**config.mk**
```make
export PLATFORM = sky130hd
export DESIGN_NAME = l2_lookup_arbiter
export DESIGN_NICKNAME = d
export VERILOG_FILES = /design/src/rtl/l2_arb_pkg.sv /design/src/rtl/l2_lookup_arbiter_picker.sv /design/src/rtl/l2_lookup_arbiter.sv
export SDC_FILE = /design/constraint.sdc
export NUM_CORES = 1
export LEC_CHECK = 0
export ABC_AREA = 0
export CAP_MARGIN = 20
export CORE_UTILIZATION = 53
export CTS_CLUSTER_SIZE = 40
export DETAILED_ROUTE_END_ITERATION = 16
export GPL_ROUTABILITY_DRIVEN = 0
export PLACE_DENSITY = 0.87
export SLEW_MARGIN = 25
export SYNTH_ARGS = -nofsm -noshare
export SYNTH_HDL_FRONTEND = slang
export SYNTH_SLANG_ARGS = --single-unit
```
**constraint.sdc**
```tcl
create_clock -name clk -period 6.55 [get_ports clk]
set_input_delay 0.9825 -clock clk [delete_from_list [all_inputs] [get_ports clk]]
set_output_delay 0.9825 -clock clk [all_outputs]
set_load 0.02 [all_outputs]
```
**src/rtl/l2_arb_pkg.sv**
```systemverilog
// Shared types and default field widths for the L2 lookup arbiter.
// Optional statistics counters are enabled in the top by defining L2_ARB_STATS_EN.
package l2_arb_pkg;

    localparam int unsigned L2_ADDR_W        = 32;
    localparam int unsigned L2_BYTE_SEL_BITS = 6;
    localparam int unsigned L2_INDEX_BITS    = 14;
    localparam int unsigned L2_TAG_BITS      = L2_ADDR_W - L2_INDEX_BITS - L2_BYTE_SEL_BITS;
    localparam int unsigned L2_CMD_W         = 4;

    typedef enum logic [L2_CMD_W-1:0] {
        RD_DATA    = 4'd0,
        WR_DATA    = 4'd1,
        RD_INSTR   = 4'd2,
        SNOOP_INV  = 4'd3,
        SNOOP_RD   = 4'd4,
        SNOOP_WR   = 4'd5,
        SNOOP_RWIM = 4'd6,
        CLEAR      = 4'd8,
        PRINT      = 4'd9
    } cmd_t;

    typedef struct packed {
        logic [L2_TAG_BITS-1:0]      tag;
        logic [L2_INDEX_BITS-1:0]    index;
        logic [L2_BYTE_SEL_BITS-1:0] byte_sel;
    } addr_fields_t;

    // Tag occupies the MSBs, so the packed struct is a direct overlay of the address.
    function automatic addr_fields_t split_addr(input logic [L2_ADDR_W-1:0] addr);
        return addr_fields_t'(addr);
    endfunction

endpackage

```
**src/rtl/l2_lookup_arbiter_picker.sv**
```systemverilog
// Combinational round-robin picker: first set bit of elig at or after ptr, with wrap.
module l2_rr_picker
    import l2_arb_pkg::*;
#(
    parameter int unsigned NUM_REQ = 3
) (
    input  logic [NUM_REQ-1:0]         elig,
    input  logic [$clog2(NUM_REQ)-1:0] ptr,
    output logic [NUM_REQ-1:0]         gnt,
    output logic [$clog2(NUM_REQ)-1:0] id,
    output logic                       any
);

    localparam int unsigned ID_W = $clog2(NUM_REQ);

    int unsigned pos;

    always_comb begin
        gnt = '0;
        id  = '0;
        any = 1'b0;
        pos = 0;
        for (int unsigned off = 0; off < NUM_REQ; off++) begin
            pos = 32'(ptr) + off;
            if (pos >= NUM_REQ) begin
                pos = pos - NUM_REQ;
            end
            if (!any && elig[ID_W'(pos)]) begin
                gnt[ID_W'(pos)] = 1'b1;
                id              = ID_W'(pos);
                any             = 1'b1;
            end
        end
    end

endmodule

```
**src/rtl/l2_lookup_arbiter.sv**
```systemverilog
// Round-robin arbiter in front of the L2 tag-lookup pipeline with set-index conflict tracking.
// Define L2_ARB_STATS_EN to add grant_cnt / conflict_cnt statistics outputs.
module l2_lookup_arbiter
    import l2_arb_pkg::*;
#(
    parameter int unsigned NUM_REQ       = 3,
    parameter int unsigned ADDR_W        = L2_ADDR_W,
    parameter int unsigned BYTE_SEL_BITS = L2_BYTE_SEL_BITS,
    parameter int unsigned INDEX_BITS    = L2_INDEX_BITS,
    parameter int unsigned TAG_BITS      = L2_TAG_BITS,
    parameter int unsigned CMD_W         = L2_CMD_W,
    parameter int unsigned MAX_OUT       = 2
) (
    input  logic                        clk,
    input  logic                        reset,
    input  logic [NUM_REQ-1:0]          req_valid,
    output logic [NUM_REQ-1:0]          req_ready,
    input  logic [NUM_REQ*ADDR_W-1:0]   req_addr,
    input  logic [NUM_REQ*CMD_W-1:0]    req_cmd,
    output logic                        lk_valid,
    input  logic                        lk_ready,
    output logic [TAG_BITS-1:0]         lk_tag,
    output logic [INDEX_BITS-1:0]       lk_index,
    output logic [BYTE_SEL_BITS-1:0]    lk_byte_sel,
    output logic [CMD_W-1:0]            lk_cmd,
    output logic [$clog2(NUM_REQ)-1:0]  lk_src,
    input  logic                        lk_done,
    output logic                        busy
`ifdef L2_ARB_STATS_EN
    ,
    output logic [NUM_REQ*32-1:0]       grant_cnt,
    output logic [31:0]                 conflict_cnt
`endif
);

    localparam int unsigned ID_W  = $clog2(NUM_REQ);
    localparam int unsigned CNT_W = $clog2(MAX_OUT + 1);

    // In-order tracker of outstanding set indices; entry 0 is the oldest
    logic [INDEX_BITS-1:0] trk_idx   [MAX_OUT];
    logic [INDEX_BITS-1:0] trk_idx_n [MAX_OUT];
    logic [CNT_W-1:0]      trk_cnt, trk_cnt_n, wpos;
    logic [ID_W-1:0]       rr_ptr, rr_ptr_n;

    logic                     lk_valid_n, busy_n;
    logic [TAG_BITS-1:0]      lk_tag_n;
    logic [INDEX_BITS-1:0]    lk_index_n;
    logic [BYTE_SEL_BITS-1:0] lk_byte_sel_n;
    logic [CMD_W-1:0]         lk_cmd_n;
    logic [ID_W-1:0]          lk_src_n;

    logic [INDEX_BITS-1:0] req_index [NUM_REQ];
    logic [NUM_REQ-1:0]    conflict, bypass, elig, pick_gnt;
    logic [ID_W-1:0]       pick_id;
    logic                  pick_any, slot_free, stage_free, grant, pop;
    logic [ADDR_W-1:0]     win_addr;
    logic [CMD_W-1:0]      win_cmd;
    logic [INDEX_BITS-1:0] win_index;

    // Per-requester eligibility: clear/print skip the conflict mask
    always_comb begin
        conflict = '0;
        bypass   = '0;
        for (int i = 0; i < NUM_REQ; i++) begin
            req_index[i] = req_addr[i*ADDR_W+BYTE_SEL_BITS +: INDEX_BITS];
            bypass[i]    = (req_cmd[i*CMD_W +: CMD_W] == CMD_W'(CLEAR)) ||
                           (req_cmd[i*CMD_W +: CMD_W] == CMD_W'(PRINT));
            for (int k = 0; k < MAX_OUT; k++) begin
                if ((CNT_W'(k) < trk_cnt) && (trk_idx[k] == req_index[i])) begin
                    conflict[i] = 1'b1;
                end
            end
            if (lk_valid && (lk_index == req_index[i])) begin
                conflict[i] = 1'b1;
            end
        end
        elig = req_valid & ~(conflict & ~bypass);
    end

    l2_rr_picker #(
        .NUM_REQ (NUM_REQ)
    ) u_picker (
        .elig (elig),
        .ptr  (rr_ptr),
        .gnt  (pick_gnt),
        .id   (pick_id),
        .any  (pick_any)
    );

    assign pop        = lk_done && (trk_cnt != '0);
    assign slot_free  = (trk_cnt < CNT_W'(MAX_OUT)) || pop;
    assign stage_free = !lk_valid || lk_ready;
    assign grant      = pick_any && slot_free && stage_free;
    assign req_ready  = grant ? pick_gnt : '0;

    // One-hot mux of the winning request
    always_comb begin
        win_addr = '0;
        win_cmd  = '0;
        for (int i = 0; i < NUM_REQ; i++) begin
            if (pick_gnt[i]) begin
                win_addr = req_addr[i*ADDR_W +: ADDR_W];
                win_cmd  = req_cmd[i*CMD_W +: CMD_W];
            end
        end
        win_index = win_addr[BYTE_SEL_BITS +: INDEX_BITS];
    end

    // Next-state for tracker, output stage and round-robin pointer
    always_comb begin
        trk_idx_n     = trk_idx;
        trk_cnt_n     = trk_cnt;
        wpos          = trk_cnt;
        rr_ptr_n      = rr_ptr;
        lk_valid_n    = lk_valid;
        lk_tag_n      = lk_tag;
        lk_index_n    = lk_index;
        lk_byte_sel_n = lk_byte_sel;
        lk_cmd_n      = lk_cmd;
        lk_src_n      = lk_src;

        if (pop) begin
            for (int k = 0; k < MAX_OUT - 1; k++) begin
                trk_idx_n[k] = trk_idx[k+1];
            end
            trk_cnt_n = trk_cnt - CNT_W'(1);
            wpos      = trk_cnt - CNT_W'(1);
        end

        if (grant) begin
            for (int k = 0; k < MAX_OUT; k++) begin
                if (CNT_W'(k) == wpos) begin
                    trk_idx_n[k] = win_index;
                end
            end
            trk_cnt_n     = wpos + CNT_W'(1);
            rr_ptr_n      = (pick_id == ID_W'(NUM_REQ - 1)) ? '0 : pick_id + ID_W'(1);
            lk_valid_n    = 1'b1;
            lk_tag_n      = win_addr[INDEX_BITS+BYTE_SEL_BITS +: TAG_BITS];
            lk_index_n    = win_index;
            lk_byte_sel_n = win_addr[BYTE_SEL_BITS-1:0];
            lk_cmd_n      = win_cmd;
            lk_src_n      = pick_id;
        end else if (lk_ready) begin
            lk_valid_n = 1'b0;
        end

        busy_n = (trk_cnt_n != '0) || lk_valid_n;
    end

    always_ff @(posedge clk) begin
        if (reset) begin
            for (int k = 0; k < MAX_OUT; k++) begin
                trk_idx[k] <= '0;
            end
            trk_cnt     <= '0;
            rr_ptr      <= '0;
            lk_valid    <= 1'b0;
            lk_tag      <= '0;
            lk_index    <= '0;
            lk_byte_sel <= '0;
            lk_cmd      <= '0;
            lk_src      <= '0;
            busy        <= 1'b0;
        end else begin
            trk_idx     <= trk_idx_n;
            trk_cnt     <= trk_cnt_n;
            rr_ptr      <= rr_ptr_n;
            lk_valid    <= lk_valid_n;
            lk_tag      <= lk_tag_n;
            lk_index    <= lk_index_n;
            lk_byte_sel <= lk_byte_sel_n;
            lk_cmd      <= lk_cmd_n;
            lk_src      <= lk_src_n;
            busy        <= busy_n;
        end
    end

`ifdef L2_ARB_STATS_EN
    logic conflict_seen;
    assign conflict_seen = |(req_valid & conflict & ~bypass);

    // Saturating per-requester grant counts and conflict-cycle count
    always_ff @(posedge clk) begin
        if (reset) begin
            grant_cnt    <= '0;
            conflict_cnt <= '0;
        end else begin
            for (int i = 0; i < NUM_REQ; i++) begin
                if (grant && pick_gnt[i] && (grant_cnt[i*32 +: 32] != 32'hFFFF_FFFF)) begin
                    grant_cnt[i*32 +: 32] <= grant_cnt[i*32 +: 32] + 32'd1;
                end
            end
            if (conflict_seen) begin
                conflict_cnt <= conflict_cnt + 32'd1;
            end
        end
    end
`endif

endmodule

```
==> results of run 1 <==
cells by family after synthesis:
group                    Yosys count
XOR/XNOR                         128
flip-flops                        72
adder cells (fa/ha/maj)            9
AND/OR/NAND/NOR                  180
multiplexers                       1
buffers and inverters             74
AO/OA/AOI/OAI                    220
path summary, 6_finish.rpt:
| kind | slack (ns) | end | startpoint | cells after the start |
|---|---|---|---|---|
| max reg2reg | 2.17 | trk_idx[14] | trk_idx[11] | 10 |
| max | 1.13 | req_ready[1] | req_addr[79] | 11 |
| min reg2reg | 0.46 | lk_src[0] | lk_src[0] | 2 |
| min | 0.46 | lk_src[0] | lk_src[0] | 2 |
stage by stage:
step	util	std cells	power (mW)
after floorplan	-	684	2.34
after global placement	0.707	936	3.04
after detailed placement	0.707	936	3.11
after CTS	0.728	951	3.53
after global routing	0.729	952	3.77
final	0.729	952	3.60
per-layer routing:
layer	global-route usage	vias up	share of wire
li1	-	2812	-
met1	0.425	2988	0.38
met2	0.588	436	0.46
met3	0.112	95	0.12
met4	0.174	0	0.038
met5	0	-	0
flip-flops by register name (all words and copies together) (netlist names):
| name | cells |
|---|---|
| busy | 1 |
| lk_byte_sel | 6 |
| lk_cmd | 4 |
| lk_index | 14 |
| lk_src | 2 |
| lk_tag | 12 |
| lk_valid | 1 |
| rr_ptr | 2 |
| trk_cnt | 2 |
| trk_idx | 28 |
power breakdown:
| group | switching [mW] | total [mW] | internal [mW] |
|---|---|---|---|
| registers | 0.262 | 0.901 | 0.639 |
| logic | 1.36 | 2.29 | 0.932 |
| clock network | 0.179 | 0.412 | 0.233 |
cells in the final DEF, fill, tap and decap left out, types with 7 or more instances in the layout:
cell             instances
a311oi_1                28
nand2_1                 16
nor2_1                  60
nand4_1                 15
a311oi_2                 7
a211o_1                 29
o31ai_1                 28
nand3_1                  8
nor4_1                  20
clkbuf_8                11
xnor2_1                 50
nand2b_1                39
dfxtp_1                 72
buf_4                   10
ha_1                     8
o32ai_1                 36
clkdlybuf4s50_1        156
inv_1                   22
a21oi_1                 22
a21boi_0                36
xor2_1                  78
critical path: cells and delay by family:
family / cells / cell delay [ns]
buf+inv: 2 / 1.16
xor+xnor: 1 / 0.19
simple gates: 4 / 0.97
compound gates: 4 / 1.13
cells in the mapped netlist, types with 5 or more instances:
cell type / number / area (um2)
a211o_1: 29 / 254
a21boi_0: 36 / 270
a21oi_1: 22 / 110
a311oi_1: 28 / 245
a311oi_2: 7 / 105
buf_2: 11 / 55.1
clkbuf_1: 34 / 128
dfxtp_1: 72 / 1440
ha_1: 8 / 100
inv_1: 22 / 82.6
nand2_1: 16 / 60.1
nand2b_1: 39 / 244
nand3_1: 8 / 40.0
nand4_1: 15 / 93.8
nor2_1: 60 / 225
nor3_1: 5 / 25.0
nor4_1: 20 / 125
o21ai_0: 5 / 25.0
o31ai_1: 28 / 210
o32ai_1: 36 / 315
xnor2_1: 50 / 438
xor2_1: 78 / 683
cell type report:
cell class	instances	area (um2)	area share
multi-input cells	538	4060	0.532
inverters	23	86.3	0.0113
clock buffers	12	155	0.0203
well taps	136	170	0.0223
flip-flops and latches	72	1440	0.189
repair buffers	168	1650	0.217
clock inverters	3	65.1	0.00853
==> out/qor.yml, run 1 <==
status: "finished clean"
die_h_um: 107
fin_skew_ns: 0.0110
crit_top_cell: "clkdlybuf4s50_1"
wl_per_cell_um: 21.7
synth_compound_area_frac: 0.318
drc_errors: 0
relSlewSlack: 0.308
avgViaCountPerCell: 6.65
timing.setup.tns_ns: 0
hold_violations: 0
synth_xor_area_frac: 0.193
arrival_ns: 4.44
rows: 37
synthAdderAreaFrac: 0.0190
fill_cells: 841
io_pins: 158
dieWidth_um: 107
routed_wirelength_um: 20700
dieArea_um2: 11400
clkLatencyLatePin_ns: 0.36
vdd.ir_drop.worst_mv: 0.265
antenna_found_initial: 0
finalSetupViolCount: 0
cts_tree: "built"
htree_levels: 3
grt_max_degree: 76
drv_slew: 0
period_share: 0.828
critPathMaxFanout: 10
detail_route.first_pass.iterations: 5
clock.fmax_mhz: 184
maxCapViolCount: 0
place_hpwl_um: 14400
min_period_ns: 5.42
rsz0062_at_grt: "no"
port_buffers: 157
seq_area_frac_synth: 0.248
grt_pass1_wl_um: 32000
ant_nets: 0
final_nets: 935
yosys_warnings: 0
cts_root_buf: "clkbuf_8"
syn_area_um2: 5800
fin_area_um2: 7630
track_usage: 0.359
leakagePower_nw: 2.67
start_util: 0.555
cts_inserted_buffers: 9
cts_setup_buffers: 0
postSynthCellCount: 684
worstMarginPinSlew_ns: 1.02
core_area_um2: 10500
muxShareOfSynthArea: 0.00194
synth_top_family_by_area: "compound AO/OA/AOI/OAI gates"
ys_seq_elements: 72
cts_hold_buf: 0
dpl-instance-area_um2: 7390
holdWs_ns: 0.457
syn-num-nets: 807
yosys.cell_types.count: 62
clkTransAtPathRegs_ns: 0.07
p_per_area_nw_per_um2: 472
ctsResizeCount: 0
diodes: 0
ys_async_sr_fraction: 0
timing.final.ws_setup_ns: 1.13
critical_path_class: "in -> out"
cp_cell_sequence: "clkdlybuf4s50_1, xnor2_1, nand4_1, or4_1, o2111a_1, nor2_4, a21oi_1, o21ai_0, a211o_1, nor2_1, clkdlybuf4s50_1"
min_path_type: "reg -> reg"
cp-start-kind: "primary input"
critical_path_required_ns: 5.57
drive_above_1_share: 0.0576
first_iter_violations: 537
yosys_most_used_dff: "dfxtp_1"
cp_slowest_cell: "clkdlybuf4s50_1"
cp-end-kind: "output port"
synth.avg_cell_area_um2: 8.48
cts_buffer_depth: 2
cpPeakStageDelay_ns: 0.62
dp_slack_ns: 1.20
synth_edf_count: 0
overflow: 0
yosys.area_share.simple: 0.164
first_global_vias: 6304
clock_sinks: 72
area.growth.synth_to_final_pct: 31.4
routed-via-count: 6331
(Power assumes the default switching activity.)
==> run 2, diff against run 1 <==
--- a/config.mk
+++ b/config.mk
@@ -7,11 +7,11 @@
 export LEC_CHECK = 0
 export ABC_AREA = 0
 export CAP_MARGIN = 20
-export CORE_UTILIZATION = 53
+export CORE_UTILIZATION = 45
 export CTS_CLUSTER_SIZE = 40
 export DETAILED_ROUTE_END_ITERATION = 16
 export GPL_ROUTABILITY_DRIVEN = 0
-export PLACE_DENSITY = 0.87
+export PLACE_DENSITY = 0.78
 export SLEW_MARGIN = 25
 export SYNTH_ARGS = -nofsm -noshare
 export SYNTH_HDL_FRONTEND = slang
==> constraint.sdc (replaced) <==
create_clock -name clk -period 4.5 [get_ports clk]
set_input_delay 0.675 -clock clk [delete_from_list [all_inputs] [get_ports clk]]
set_output_delay 0.675 -clock clk [all_outputs]
set_load 0.02 [all_outputs]
==> out/qor.yml, run 2 (synthesized netlist as in run 1, its figures left out) <==
status: "finished clean"
cp-start-kind: "primary input"
wl_per_cell_um: 20.4
diodes: 0
min-delay-start: "lk_src[1]"
clkTransAtPathRegs_ns: 0.05
cp-end-kind: "output port"
arrival_ns: 3.76
cts_buffer_depth: 2
cts_inserted_buffers: 9
combPwrFrac: 0.617
drc_errors: 0
core_area_um2: 12600
place_hpwl_um: 14900
finalSetupViolCount: 0
critPathMaxFanout: 5
switchingPower_mw: 2.67
min_period_ns: 4.43
final_cells: 1025
p_int_mw: 2.91
max_flop_register: "trk_idx"
ant_nets: 0
grt_max_degree: 46
clock.fmax_mhz: 226
largest_register_ff_count: 28
leakagePower_nw: 2.95
switching_share: 0.479
p_seq_frac: 0.234
reg2reg_to: "lk_cmd[2]"
relSlewSlack: 0.559
drv_slew: 0
rows: 41
period_share: 0.984
die_h_um: 116
area.growth.synth_to_final_pct: 39.9
hold_path_depth: 2
avgViaCountPerCell: 6.14
r2r_slack_ns: 0.85
antenna_found_initial: 0
dp_cells: 1005
routed-via-count: 6289
dieArea_um2: 13400
routed_wirelength_um: 20900
overflow: 0
port_buffers: 157
clock_sinks: 72
htree_levels: 3
start_util: 0.460
cts_tree: "built"
track_usage: 0.315
final_cell_mix: "clkdlybuf4s50_1, xor2_1, dfxtp_1, nor2_1, xnor2_1"
hold_violations: 0
dieWidth_um: 116
io_pins: 158
final_common_cell: "clkdlybuf4s50_1"
vdd.ir_drop.worst_mv: 0.309
fin_skew_ns: 0.00816
p_per_area_nw_per_um2: 688
rr_worst_depth: 15
largestRegisters: "trk_idx: 28 flops, lk_index: 14 flops, lk_tag: 12 flops"
maxCapViolCount: 0
first_global_vias: 6137
drive_above_1_share: 0.106
cts_root_buf: "clkbuf_16"
grt_pass1_wl_um: 32000
detail_route.first_pass.iterations: 7
first_iter_violations: 684
p_clk_frac: 0.149
cts_hold_buf: 0
whs_endpoint: "lk_src[1]"
holdWs_ns: 0.456
min_path_type: "reg -> reg"
critical_path_class: "in -> out"
worstReg2RegStart: "lk_index[5]"
critical_path_required_ns: 3.83
clkLatencyLatePin_ns: 0.35
final_nets: 971
worstMarginPinSlew_ns: 0.661
run 2: layer usage:
metal,GRT usage,part of all wire,up-vias
met5,0,0,-
met4,0.154,0.027,0
met3,0.0790,0.092,49
met2,0.513,0.46,337
met1,0.389,0.42,3016
li1,-,-,2887
run 2: area by class of cell:
class | count | area, um2
fill | 1075 | 4500
multi-input combinational | 539 | 4110
timing repair buffer | 203 | 1930
sequential | 72 | 1440
clock buffer | 10 | 229
tap | 172 | 215
clock inverter | 6 | 108
inverter | 23 | 86.3
run 2: critical path: stages:
cell and delay, ns:
clkdlybuf4s50_1 0.51, buf_4 0.20, xor2_1 0.14, nor4_1 0.39, nand2_1 0.10, o2111a_1 0.28, buf_4 0.17, nor2_4 0.16
buf_4 0.13, o22ai_1 0.10, nor4_4 0.33, a21oi_4 0.10, and2_1 0.16, dlygate4sd2_1 0.32
run 2: worst max path at each step:
stage                 start           end  slack [ns]
2_1_floorplan  req_addr[77]  req_ready[2]        0.86
3_3_place_gp   req_addr[79]  req_ready[0]        0.02
5_1_grt        req_addr[79]  req_ready[0]       -0.06
3_5_place_dp   req_addr[79]  req_ready[0]       -0.08
4_1_cts        req_addr[79]  req_ready[1]       0.006
6_report       req_addr[72]  req_ready[0]        0.07
run 2: power groups by stage:
stage	Sequential, mW	Clock, mW	Combinational, mW
after floorplan	1.44	0	1.97
after global placement	1.28	0	3.28
after detailed placement	1.30	0	3.34
after CTS	1.29	0.840	3.36
after global routing	1.34	0.867	3.66
final	1.31	0.834	3.45
run 2: timing repair:
item | CTS | global route
hold endpoints to repair | 0 | 0
resized for setup | 2 | 8
pin swaps | 0 | 2
gates cloned | 0 | 1
buffers inserted | 0 | 3
setup endpoints to repair | 1 | 3
run 2: metrics by stage:
step | setup TNS [ns] | area, um2 | utilization | total power, mW | setup WS [ns]
finish | 0 | 8120 | 0.643 | 5.59 | 0.0699
global route | -0.0591 | 8120 | 0.643 | 5.87 | -0.0591
detailed placement | -0.0805 | 7700 | 0.610 | 4.64 | -0.0805
CTS | 0 | 8040 | 0.637 | 5.50 | 0.00569
floorplan | 0 | 5800 | - | 3.41 | 0.863
global placement | 0 | 7700 | 0.610 | 4.56 | 0.0206
==> run 3, diff against run 2 <==
--- a/config.mk
+++ b/config.mk
@@ -8,6 +8,7 @@
 export ABC_AREA = 0
 export CAP_MARGIN = 20
 export CORE_UTILIZATION = 45
+export CTS_CLUSTER_DIAMETER = 50
 export CTS_CLUSTER_SIZE = 40
 export DETAILED_ROUTE_END_ITERATION = 16
 export GPL_ROUTABILITY_DRIVEN = 0
==> results of run 3 <==
No change in the layout: final DEF, timing and power equal those of run 2.
